### src/rtl/main_mem_arbiter_if.sv
// Bundle of the fetch port, data port and RAM-side signals between the
// main-memory arbiter and its requesters / RAM.
interface main_mem_arbiter_if #(
    parameter int ADDR_WIDTH = 13,
    parameter int DATA_WIDTH = 32
);
    logic                  in_f_req;
    logic [31:0]           in_f_addr;
    logic                  out_f_done;
    logic [DATA_WIDTH-1:0] out_f_rdata;

    logic                  in_d_req;
    logic                  in_d_we;
    logic [31:0]           in_d_addr;
    logic [DATA_WIDTH-1:0] in_d_wdata;
    logic                  out_d_done;
    logic [DATA_WIDTH-1:0] out_d_rdata;

    logic [ADDR_WIDTH-1:0] out_mem_addr;
    logic                  out_mem_we;
    logic [DATA_WIDTH-1:0] out_mem_wdata;
    logic [DATA_WIDTH-1:0] in_mem_rdata;

    modport slave (
        input  in_f_req, in_f_addr, in_d_req, in_d_we, in_d_addr, in_d_wdata, in_mem_rdata,
        output out_f_done, out_f_rdata, out_d_done, out_d_rdata,
        output out_mem_addr, out_mem_we, out_mem_wdata
    );

    modport master (
        output in_f_req, in_f_addr, in_d_req, in_d_we, in_d_addr, in_d_wdata, in_mem_rdata,
        input  out_f_done, out_f_rdata, out_d_done, out_d_rdata,
        input  out_mem_addr, out_mem_we, out_mem_wdata
    );
endinterface

### src/rtl/main_mem_arbiter.sv
// Round-robin arbiter time-sharing a single-port synchronous RAM between the
// instruction fetch port (F, read-only) and the data port (D).
module main_mem_arbiter #(
    parameter int ADDR_WIDTH = 13,
    parameter int DATA_WIDTH = 32
) (
    input logic                 clk,
    input logic                 rst,
    main_mem_arbiter_if.slave   bus
);
    typedef enum logic [1:0] {
        S_IDLE    = 2'd0,
        S_ACCESS  = 2'd1,
        S_CAPTURE = 2'd2,
        S_RESP    = 2'd3
    } state_t;

    state_t                r_state;
    logic                  r_last_d;
    logic                  r_grant_d;
    logic                  r_we;
    logic                  r_is_wr;
    logic [ADDR_WIDTH-1:0] r_mem_addr;
    logic [DATA_WIDTH-1:0] r_mem_wdata;
    logic                  r_f_done;
    logic                  r_d_done;
    logic [DATA_WIDTH-1:0] r_f_rdata;
    logic [DATA_WIDTH-1:0] r_d_rdata;

    logic                  w_any_req;
    logic                  w_pick_d;
    logic                  w_unused_addr_bits;

    // On a tie the port that did not win last time is served.
    assign w_any_req = bus.in_f_req | bus.in_d_req;
    assign w_pick_d  = bus.in_d_req & (~bus.in_f_req | ~r_last_d);

    assign w_unused_addr_bits = ^{bus.in_f_addr[1:0], bus.in_f_addr[31:ADDR_WIDTH+2],
                                  bus.in_d_addr[1:0], bus.in_d_addr[31:ADDR_WIDTH+2]};

    assign bus.out_mem_addr  = r_mem_addr;
    assign bus.out_mem_we    = r_we & ~rst;
    assign bus.out_mem_wdata = r_mem_wdata;
    assign bus.out_f_done    = r_f_done;
    assign bus.out_f_rdata   = r_f_rdata;
    assign bus.out_d_done    = r_d_done;
    assign bus.out_d_rdata   = r_d_rdata;

    // Access sequencer: grant, one-cycle RAM access, capture, done pulse.
    always_ff @(posedge clk) begin
        if (rst) begin
            r_state     <= S_IDLE;
            r_last_d    <= 1'b0;
            r_grant_d   <= 1'b0;
            r_we        <= 1'b0;
            r_is_wr     <= 1'b0;
            r_mem_addr  <= {ADDR_WIDTH{1'b0}};
            r_mem_wdata <= {DATA_WIDTH{1'b0}};
            r_f_done    <= 1'b0;
            r_d_done    <= 1'b0;
            r_f_rdata   <= {DATA_WIDTH{1'b0}};
            r_d_rdata   <= {DATA_WIDTH{1'b0}};
        end else begin
            case (r_state)
                S_IDLE: begin
                    if (w_any_req) begin
                        r_grant_d <= w_pick_d;
                        r_last_d  <= w_pick_d;
                        r_we      <= w_pick_d & bus.in_d_we;
                        r_is_wr   <= w_pick_d & bus.in_d_we;
                        if (w_pick_d) begin
                            r_mem_addr  <= bus.in_d_addr[ADDR_WIDTH+1:2];
                            r_mem_wdata <= bus.in_d_wdata;
                        end else begin
                            r_mem_addr  <= bus.in_f_addr[ADDR_WIDTH+1:2];
                            r_mem_wdata <= r_mem_wdata;
                        end
                        r_state <= S_ACCESS;
                    end else begin
                        r_we    <= 1'b0;
                        r_state <= S_IDLE;
                    end
                end
                // The RAM samples at the end of this cycle, so the write
                // strobe must not leak into CAPTURE.
                S_ACCESS: begin
                    r_we    <= 1'b0;
                    r_state <= S_CAPTURE;
                end
                S_CAPTURE: begin
                    r_we <= 1'b0;
                    if (r_grant_d) begin
                        r_d_rdata <= r_is_wr ? {DATA_WIDTH{1'b0}} : bus.in_mem_rdata;
                        r_d_done  <= 1'b1;
                    end else begin
                        r_f_rdata <= bus.in_mem_rdata;
                        r_f_done  <= 1'b1;
                    end
                    r_state <= S_RESP;
                end
                S_RESP: begin
                    r_f_done <= 1'b0;
                    r_d_done <= 1'b0;
                    r_state  <= S_IDLE;
                end
                default: begin
                    r_we    <= 1'b0;
                    r_state <= S_IDLE;
                end
            endcase
        end
    end
endmodule
### src/flat_wrapper.sv
// flat-port wrapper written by rule: the top's interface ports become plain ports
module main_mem_arbiter_flat 
#(
    parameter int ADDR_WIDTH = 13,
    parameter int DATA_WIDTH = 32
)
  (clk, rst, bus_in_f_req, bus_in_f_addr, bus_in_d_req, bus_in_d_we, bus_in_d_addr, bus_in_d_wdata, bus_in_mem_rdata, bus_out_f_done, bus_out_f_rdata, bus_out_d_done, bus_out_d_rdata, bus_out_mem_addr, bus_out_mem_we, bus_out_mem_wdata);
  main_mem_arbiter_if #(.ADDR_WIDTH(ADDR_WIDTH), .DATA_WIDTH(DATA_WIDTH)) bus_i ();
  input logic clk;
  input logic rst;
  input wire logic [$bits(bus_i.in_f_req)-1:0] bus_in_f_req;
  input wire logic [$bits(bus_i.in_f_addr)-1:0] bus_in_f_addr;
  input wire logic [$bits(bus_i.in_d_req)-1:0] bus_in_d_req;
  input wire logic [$bits(bus_i.in_d_we)-1:0] bus_in_d_we;
  input wire logic [$bits(bus_i.in_d_addr)-1:0] bus_in_d_addr;
  input wire logic [$bits(bus_i.in_d_wdata)-1:0] bus_in_d_wdata;
  input wire logic [$bits(bus_i.in_mem_rdata)-1:0] bus_in_mem_rdata;
  output wire logic [$bits(bus_i.out_f_done)-1:0] bus_out_f_done;
  output wire logic [$bits(bus_i.out_f_rdata)-1:0] bus_out_f_rdata;
  output wire logic [$bits(bus_i.out_d_done)-1:0] bus_out_d_done;
  output wire logic [$bits(bus_i.out_d_rdata)-1:0] bus_out_d_rdata;
  output wire logic [$bits(bus_i.out_mem_addr)-1:0] bus_out_mem_addr;
  output wire logic [$bits(bus_i.out_mem_we)-1:0] bus_out_mem_we;
  output wire logic [$bits(bus_i.out_mem_wdata)-1:0] bus_out_mem_wdata;
  assign bus_i.in_f_req = bus_in_f_req;
  assign bus_i.in_f_addr = bus_in_f_addr;
  assign bus_i.in_d_req = bus_in_d_req;
  assign bus_i.in_d_we = bus_in_d_we;
  assign bus_i.in_d_addr = bus_in_d_addr;
  assign bus_i.in_d_wdata = bus_in_d_wdata;
  assign bus_i.in_mem_rdata = bus_in_mem_rdata;
  assign bus_out_f_done = bus_i.out_f_done;
  assign bus_out_f_rdata = bus_i.out_f_rdata;
  assign bus_out_d_done = bus_i.out_d_done;
  assign bus_out_d_rdata = bus_i.out_d_rdata;
  assign bus_out_mem_addr = bus_i.out_mem_addr;
  assign bus_out_mem_we = bus_i.out_mem_we;
  assign bus_out_mem_wdata = bus_i.out_mem_wdata;
  main_mem_arbiter #(.ADDR_WIDTH(ADDR_WIDTH), .DATA_WIDTH(DATA_WIDTH)) u_core (.clk(clk), .rst(rst), .bus(bus_i));
endmodule
### config.mk
export PLATFORM = sky130hd
export DESIGN_NAME = main_mem_arbiter_flat
export DESIGN_NICKNAME = d
export VERILOG_FILES = /design/src/rtl/main_mem_arbiter_if.sv /design/src/rtl/main_mem_arbiter.sv /design/src/flat_wrapper.sv
export SDC_FILE = /design/constraint.sdc
export NUM_CORES = 1
export LEC_CHECK = 0
export ABC_AREA = 1
export BUFFER_PORTS_ARGS = -buffer_cell sky130_fd_sc_hd__buf_2
export CORE_MARGIN = 5
export CORE_UTILIZATION = 35
export DETAILED_ROUTE_END_ITERATION = 8
export PLACE_DENSITY = 0.62
export SLEW_MARGIN = 5
export SYNTH_ARGS = -nofsm -noshare
export SYNTH_HDL_FRONTEND = slang
export SYNTH_SLANG_ARGS = --single-unit
export TNS_END_PERCENT = 5
### constraint.sdc
create_clock -name clk -period 4.2 [get_ports clk]
set_clock_uncertainty 0.1 [all_clocks]
set_input_delay 0.21 -clock clk [delete_from_list [all_inputs] [get_ports clk]]
set_output_delay 0.21 -clock clk [all_outputs]
set_load 0.02 [all_outputs]
# [Word level (Yosys, flattened, before mapping)]
# Index checks and enable logic that the tools add are counted.
[totals] in_bits=133 out_inout_bits=112 ff_bits=116 word_cells=43
[classes] muxes=10 bitwise=8 eq_ne=5 n_reduce_logical=10
[op_table] operator="two-way mux 32 bit" n=1
[op_table] operator="two-way mux 13 bit" n=1
[op_table] operator="AND reduction 2 bit" n=5
[op_table] operator="one-hot mux 2 bit (4 select lines)" n=1
[op_table] operator="one-hot mux 1 bit (2 select lines)" n=3
[op_table] operator="equality test 2 bit (second input constant)" n=2
[op_table] operator="two-way mux 1 bit" n=4
[op_table] operator="nonzero test 2 bit" n=2
[op_table] operator="AND 1 bit" n=3
[op_table] operator="inverter 1 bit" n=3
[op_table] operator="AND reduction 3 bit" n=1
[op_table] operator="equality test 2 x 1 -> 1 bit (second input constant)" n=1
[op_table] operator="logical NOT 2 bit" n=1
[op_table] operator="!= test 2 x 1 -> 1 bit (second input constant)" n=1
[op_table] operator="!= test 2 bit (second input constant)" n=1
[op_table] operator="bitwise OR 1 bit" n=2
[op_table] operator="OR reduction 2 bit" n=1

# [Depth between registers and ports, before layout]
# Gate-level depths: netlist of the first run.
[logic_depth] word_depth=6 mapped_depth=9 depth_no_buf=7

# [Least setup slack after synthesis of the first run]
# Ideal clock, no wire load.
[synth_timing] kind="register to register" start="register u_core.r_state[0]" end="register u_core.r_mem_addr[10] (netlist: u_core.bus.out_mem_addr[10])" synth_period_minus_slack_ns=1.469 t_required_ns=3.983 path_stages_with_launch=10 setup_time_ns=0.117 setup_slack_ns=2.731 path_buffers=2 arrival_ns=1.252 path_cell_list="dfxtp_1 -> inv_1 -> ha_1 -> buf_4 -> inv_1 -> nor2_4 -> buf_2 -> nand2_1 -> nor2_1 -> nor2_1"
[synth_via] elab_chain_cells=2
[synth_rtl] item="start, declared" line="main_mem_arbiter.sv:18" rtl="state_t r_state;"
[synth_rtl] item="start signal, assigned" line="main_mem_arbiter.sv:52" rtl="r_state <= S_IDLE;"
[synth_rtl] item="start signal, assigned" line="main_mem_arbiter.sv:78" rtl="r_state <= S_ACCESS;"
[synth_rtl] item="start signal, assigned" line="main_mem_arbiter.sv:81" rtl="r_state <= S_IDLE;"
[synth_rtl] item="logical NOT 2 bit" line="main_mem_arbiter.sv:64" rtl="case (r_state)"
[synth_rtl] item="AND reduction 2 bit (no line)"
[synth_rtl] item="end signal, assigned" line="main_mem_arbiter.sv:57" rtl="r_mem_addr <= {ADDR_WIDTH{1'b0}};"
[synth_rtl] item="end signal, assigned" line="main_mem_arbiter.sv:72" rtl="r_mem_addr <= bus.in_d_addr[ADDR_WIDTH+1:2];"
[synth_rtl] item="end signal, assigned" line="main_mem_arbiter.sv:75" rtl="r_mem_addr <= bus.in_f_addr[ADDR_WIDTH+1:2];"
[synth_rtl] item="end, declared" line="main_mem_arbiter.sv:23" rtl="logic [ADDR_WIDTH-1:0] r_mem_addr;"
# No other way between the ends.
# A chain may end at the register's enable or synchronous reset.

# [Worst setup path in the final report of the first run]
[layout_timing] start="register u_core.r_state[0]" end="register u_core.r_f_rdata[5] (netlist: u_core.bus.out_f_rdata[5])"
[layout_via] elab_chain_cells=2
[layout_rtl] item="equality test 2 bit" line="main_mem_arbiter.sv:64"
[layout_rtl] item="AND reduction 2 bit (no line)"
[layout_rtl] item="end signal, assigned" line="main_mem_arbiter.sv:61" rtl="r_f_rdata <= {DATA_WIDTH{1'b0}};"
[layout_rtl] item="end signal, assigned" line="main_mem_arbiter.sv:96" rtl="r_f_rdata <= bus.in_mem_rdata;"
[layout_rtl] item="end, declared" line="main_mem_arbiter.sv:27" rtl="logic [DATA_WIDTH-1:0] r_f_rdata;"
# No other way between the ends.

==> impl_metrics.toml, run 1 <==
[power]
total_leakage_power_nw = 3.28
p_comb_share_pct = 20.5
p_switching_w = 0.00104
p_total_w = 0.00361
ir_drop_mv = 0.310
netSwitchingFraction_pct = 28.8
intPower_w = 0.00257
seqPwrFrac_pct = 35.7
clkPwrFrac_pct = 43.8
p_per_area_nw_per_um2 = 527

[timing]
fmax_mhz = 436
drv_slew = 0
rsz0062_at_grt = "false"
final-setup-viol-count = 0
hold_viol_final = 0
maxSlewHeadroom_pct = 28.3
worstMarginPinSlew_ps = 1070
setup_tns_ps = 0
min_period_ps = 2300
hold_ws_ps = 5.28
setup_ws_ps = 1900
finalCritPeriodShare_pct = 54.7

[logic_synthesis]
synth.largest_area_cell = "dfxtp_1"
yosysSeqAreaShare_pct = 52.1
synth-edff-count = 0
synthArstFlopShare_pct = 0
synth-main-ff-cell = "dfxtp_1"
synth_top_area_share_pct = 52.1
avgSynthCellArea_um2 = 7.65
synth.area.top_cells = "dfxtp_1 (52%), nor2_1 (9.1%), nand2_1 (8.0%)"
synth.distinct_cells = 20
synthesis.instances = 582
synth_area_um2 = 4450
ys_seq_elements = 116
synth_warnings = 0
syn-num-nets = 719

[worst_hold_path]
min_from = "bus_in_f_addr[8]"
hold_class = "primary input to register"

[global_routing]
antenna_found_initial = 0
grt_overflow_total = 0
met1_usage_pct = 21.4
grt-busiest-layer = "met2"
grt_max_degree = 50
grt_usage_pct = 19.2
grt_use_met3_pct = 6.27
grt_pass1_vias = 4722
grt_first_pass_wirelength_mm = 22.7
met2_usage_pct = 32.3

[detailed_routing]
vias = 4848
drt_iter0_drc = 288
ant_nets = 0
drt-vias-per-instance = 4.76
wl_mm = 14.5
first_pass_iters = 7
drt-wirelength-per-cell_um = 14.3
drc = 0

[placement]
placedInstanceArea_um2 = 5510
gp_congestion = 0.831
place_hpwl_mm = 9.15
port-buffer-count = 206
pre_cts_ws_ps = 1880

[floorplan]
io_pins = 245
core_um2 = 12600
die_w_um = 123
rows = 41
start_util_pct = 35.4
die_area_um2 = 15100
die_h_um = 123

[layout]
area_growth_pct = 53.9
design_area_um2 = 6860
layout_common_cells = "buf_2 (206), dfxtp_1 (116), nor2_1 (108)"
nets = 971
drive_gt1_share_pct = 29.2
layout_commonest_cell = "buf_2"

[clock_network]
cts-hold-fix-buffers = 70
postCtsSetupBuffers = 0
clkTransAtPathRegs_ps = 50
clk_latency_ps = 420
cts_buffers = 17
cts_root_buf = "clkbuf_16"
htree_levels = 4
cts_resized = 0
clock_path_buffers = 2
cts_tree = "built"
cts.sinks = 116

[critical_path]
worstReg2RegStart = "u_core.r_state[0]"
setup.worst_path.class = "register to register"
required_ps = 4400
worstSetupEndpointType = "register"
critPathLaunch = "u_core.r_state[0]"
worstPathArrival_ps = 2500
crit_fanout = 34
critPathLaunchType = "register"

[run_status]
status = "completed"

[job]
maxCapViolations = 0
[final cells by class]
cell class,count,area (um^2)
antenna,1,2.50
clock buffer,21,470
clock inverter,10,178
fill,1152,5710
inverter,24,90.1
multi-input combinational,396,1820
sequential,116,2320
tap,172,215
timing repair buffer,279,1750
[cell usage after synthesis, types with 4 or more instances]
cell	n
buf_2	7
nand4_1	32
buf_4	9
nor2_1	108
inv_1	22
clkbuf_1	20
buf_1	8
nand3_1	33
a21oi_1	68
ha_1	4
nand2_1	95
dfxtp_1	116
o21ai_1	5
o21ai_0	45
[metal layers]
metal,vias up,share of wire (%)
met3,40,7.5
met5,-,0
met1,2188,40
met2,195,49
met4,0,3.2
li1,2425,-
[worst max-delay path, cell delays in order, from the launching register on]
cell and delay (ps):
dfxtp_1 320, inv_1 80, ha_1 210, inv_1 80, nor2_4 590, inv_2 500, nor2_1 220, nor2_1 80
[power by group through the flow]
stage                     Sequential, W  Combinational, W  Clock (W)
after CTS                       0.00129          0.000746    0.00161
final                           0.00129          0.000740    0.00158
after floorplan                 0.00145          0.000321          0
after detailed placement        0.00131          0.000695          0
after global placement          0.00130          0.000686          0
after global routing            0.00130          0.000821    0.00166
[cells by family after synthesis]
group                    share of synthesized area [%]
flip-flops                                        52.1
adder cells (fa/ha/maj)                           1.12
AO/OA/AOI/OAI                                     13.3
AND/OR/NAND/NOR                                   26.6
buffers and inverters                             6.91
[metrics by stage]
stage          util, %  instances
2_1_floorplan        -        582
3_3_place_gp      43.8        917
3_5_place_dp      43.8        917
4_1_cts           54.5       1018
5_1_grt           54.5       1018
6_report          54.6       1019
[path summary, 6_finish.rpt]
kind	slack, ps	end	cells after the start
setup reg to reg	1900	u_core.bus.out_f_rdata[5]	7
hold reg to reg	360	u_core.bus.out_mem_wdata[23]	2
hold / removal	5	u_core.bus.out_mem_addr[6]	5
setup / recovery	1900	u_core.bus.out_f_rdata[5]	7
[flip-flops by register name, summed over array words and instances (netlist names)]
signal and flops:
u_core.bus.out_d_rdata 32, u_core.bus.out_f_rdata 32, u_core.bus.out_mem_wdata 32, u_core.bus.out_mem_addr 13, u_core.r_state 2, u_core.bus.out_d_done 1
u_core.bus.out_f_done 1, u_core.r_is_wr 1, u_core.r_last_d 1, u_core.r_we 1
No activity file was read; power rests on OpenSTA's default activity.
==> run 2: changes to the inputs <==
--- a/config.mk
+++ b/config.mk
@@ -5,12 +5,12 @@
 export SDC_FILE = /design/constraint.sdc
 export NUM_CORES = 1
 export LEC_CHECK = 0
-export ABC_AREA = 1
+export ABC_AREA = 0
 export BUFFER_PORTS_ARGS = -buffer_cell sky130_fd_sc_hd__buf_2
 export CORE_MARGIN = 5
 export CORE_UTILIZATION = 35
 export DETAILED_ROUTE_END_ITERATION = 8
-export PLACE_DENSITY = 0.62
+export PLACE_DENSITY = 0.65
 export SLEW_MARGIN = 5
 export SYNTH_ARGS = -nofsm -noshare
 export SYNTH_HDL_FRONTEND = slang
==> constraint.sdc (replaced) <==
create_clock -name clk -period 1.9 [get_ports clk]
set_clock_uncertainty 0.1 [all_clocks]
set_input_delay 0.095 -clock clk [delete_from_list [all_inputs] [get_ports clk]]
set_output_delay 0.095 -clock clk [all_outputs]
set_load 0.02 [all_outputs]
==> run 2 against run 1 <==
Cell area rose by 5.4%. Global-route usage rose by 0.99 points. Fmax rose by 44%. Synthesized area rose by 1.8%. Clock-buffer cell count fell by 1.
==> impl_metrics.toml, run 2 <==
[detailed_routing]
first_pass_iters = 5
drt_iter0_drc = 323
drc = 0
wl_mm = 15.7
vias = 5075
drt-wirelength-per-cell_um = 15.6
drt-vias-per-instance = 5.03
ant_nets = 0

[timing]
final-setup-viol-count = 0
rsz0062_at_grt = "false"
drv_slew = 0
setup_tns_ps = 0
worstMarginPinSlew_ps = 673
maxSlewHeadroom_pct = 55.1
fmax_mhz = 626
finalCritPeriodShare_pct = 84.0
hold_viol_final = 0
setup_ws_ps = 304
min_period_ps = 1600

[logic_synthesis]
synth_area_um2 = 4530
synthMostInstantiatedCell = "dfxtp_1"
ys_top_cells_by_count = "dfxtp_1 (116), a21oi_1 (113), nand2_1 (111)"
synth.largest_area_cell = "dfxtp_1"
synth-edff-count = 0
synth_warnings = 0
synthesis.instances = 542
synth_top_area_share_pct = 51.2
synth-main-ff-cell = "dfxtp_1"
yosysSeqAreaShare_pct = 51.2
synth.distinct_cells = 27
syn-num-nets = 679
ys_seq_elements = 116
avgSynthCellArea_um2 = 8.37
synth.area.top_cells = "dfxtp_1 (51%), a21oi_1 (12%), nand2_1 (9.2%)"
synthArstFlopShare_pct = 0

[critical_path]
critPathLaunchType = "register"
crit_fanout = 15
max_stage_delay_ps = 360
cp_slowest_cell = "dfxtp_1"
critPathLaunch = "u_core.r_state[0]"
worstReg2RegStart = "u_core.r_state[0]"
required_ps = 2120
setup.worst_path.class = "register to register"
worstPathArrival_ps = 1810
worstSetupEndpointType = "register"
crit_chain = "inv_1 > ha_1 > o21ai_2 > a21oi_1 > a211oi_1"
rr_worst_depth = 5

[global_routing]
grt_max_degree = 65
grt_first_pass_wirelength_mm = 24.2
grt_pass1_vias = 5108
antenna_found_initial = 0
grt_usage_pct = 20.2
grt_overflow_total = 0

[layout]
design_area_um2 = 7230
seq_area_um2 = 2320
fin_util_pct = 57.1
drive_gt1_share_pct = 31.2
num_antenna_cells = 0
nets = 961
fin_cells = 1008
layout_commonest_cell = "buf_2"
area_growth_pct = 59.4
fillers = 1092
layout_common_cells = "buf_2 (205), dfxtp_1 (116), a21oi_1 (113)"
multi_input_comb_area_um2 = 1930

[clock_network]
cts_tree = "built"
cts.sinks = 116
cts_root_buf = "clkbuf_16"
clock_path_buffers = 2
clkTransAtPathRegs_ps = 50
cts_resized = 0
cts-hold-fix-buffers = 92
htree_levels = 4
clk_latency_ps = 400
postCtsSetupBuffers = 0
cts_buffers = 17

[floorplan]
start_util_pct = 35.8
core_um2 = 12700
io_pins = 245
die_w_um = 124
die_h_um = 124
die_area_um2 = 15300
rows = 41

[placement]
port-buffer-count = 206
pre_cts_ws_ps = 297
gp_congestion = 0.736
place_inst = 885
place_hpwl_mm = 9.91
placedInstanceArea_um2 = 5730

[worst_hold_path]
hold_class = "primary input to register"
min_from = "bus_in_f_req"
hold_depth = 4

[job]
maxCapViolations = 0

[run_status]
status = "completed"

[power]
p_per_area_nw_per_um2 = 1060
total_leakage_power_nw = 3.16
ir_drop_mv = 0.587
[run 2: cell families (layout without fill, tap and decap cells)]
family / count (synthesis) / count (layout) / share of synthesized area (%)
AO/OA/AOI/OAI: 166 / 166 / 20.0
adder cells (fa/ha/maj): 4 / 4 / 1.10
buffers and inverters: 57 / 351 / 6.43
flip-flops: 116 / 116 / 51.2
AND/OR/NAND/NOR: 199 / 199 / 21.2
[run 2: cell type report]
| class | instances | share of cell area (%) |
|---|---|---|
| clock buffers | 20 | 6.18 |
| clock inverters | 11 | 1.87 |
| inverters | 4 | 0.208 |
| multi-input cells | 369 | 26.7 |
| flip-flops and latches | 116 | 32.1 |
| well taps | 172 | 2.98 |
| repair buffers | 316 | 29.9 |
[run 2: layer usage]
metal	up-vias	wire length, um	track usage (%)
li1	2437	-	-
met1	2366	6130	22.0
met2	237	7780	35.7
met3	35	1450	7.54
met4	0	360	7.61
met5	-	0	0
[run 2: critical path: cells and delay by family (launching register included)]
kind	cells	cell delay (ps)
compound gates	3	700
flops	1	360
fa+ha+maj	1	270
buf+inv	1	80
[run 2: worst paths after layout]
path	to	slack, ps
max	u_core.bus.out_mem_addr[9]	300
min reg2reg	u_core.bus.out_d_rdata[4]	350
max reg2reg	u_core.bus.out_mem_addr[9]	300
min	u_core.r_is_wr	50
[run 2: report_power, final]
group	switching [W]	internal [W]
Sequential	0.000119	0.00266
Combinational	0.00108	0.000680
Clock	0.00107	0.00207
Total	0.00226	0.00541
[run 2: through the flow]
| step | total power (W) | hold WS [ps] |
|---|---|---|
| detailed placement | 0.00442 | 248 |
| global placement | 0.00437 | 246 |
| floorplan | 0.00383 | 131 |
| CTS | 0.00773 | 18.1 |
| finish | 0.00767 | 48.0 |
| global route | 0.00804 | 35.3 |
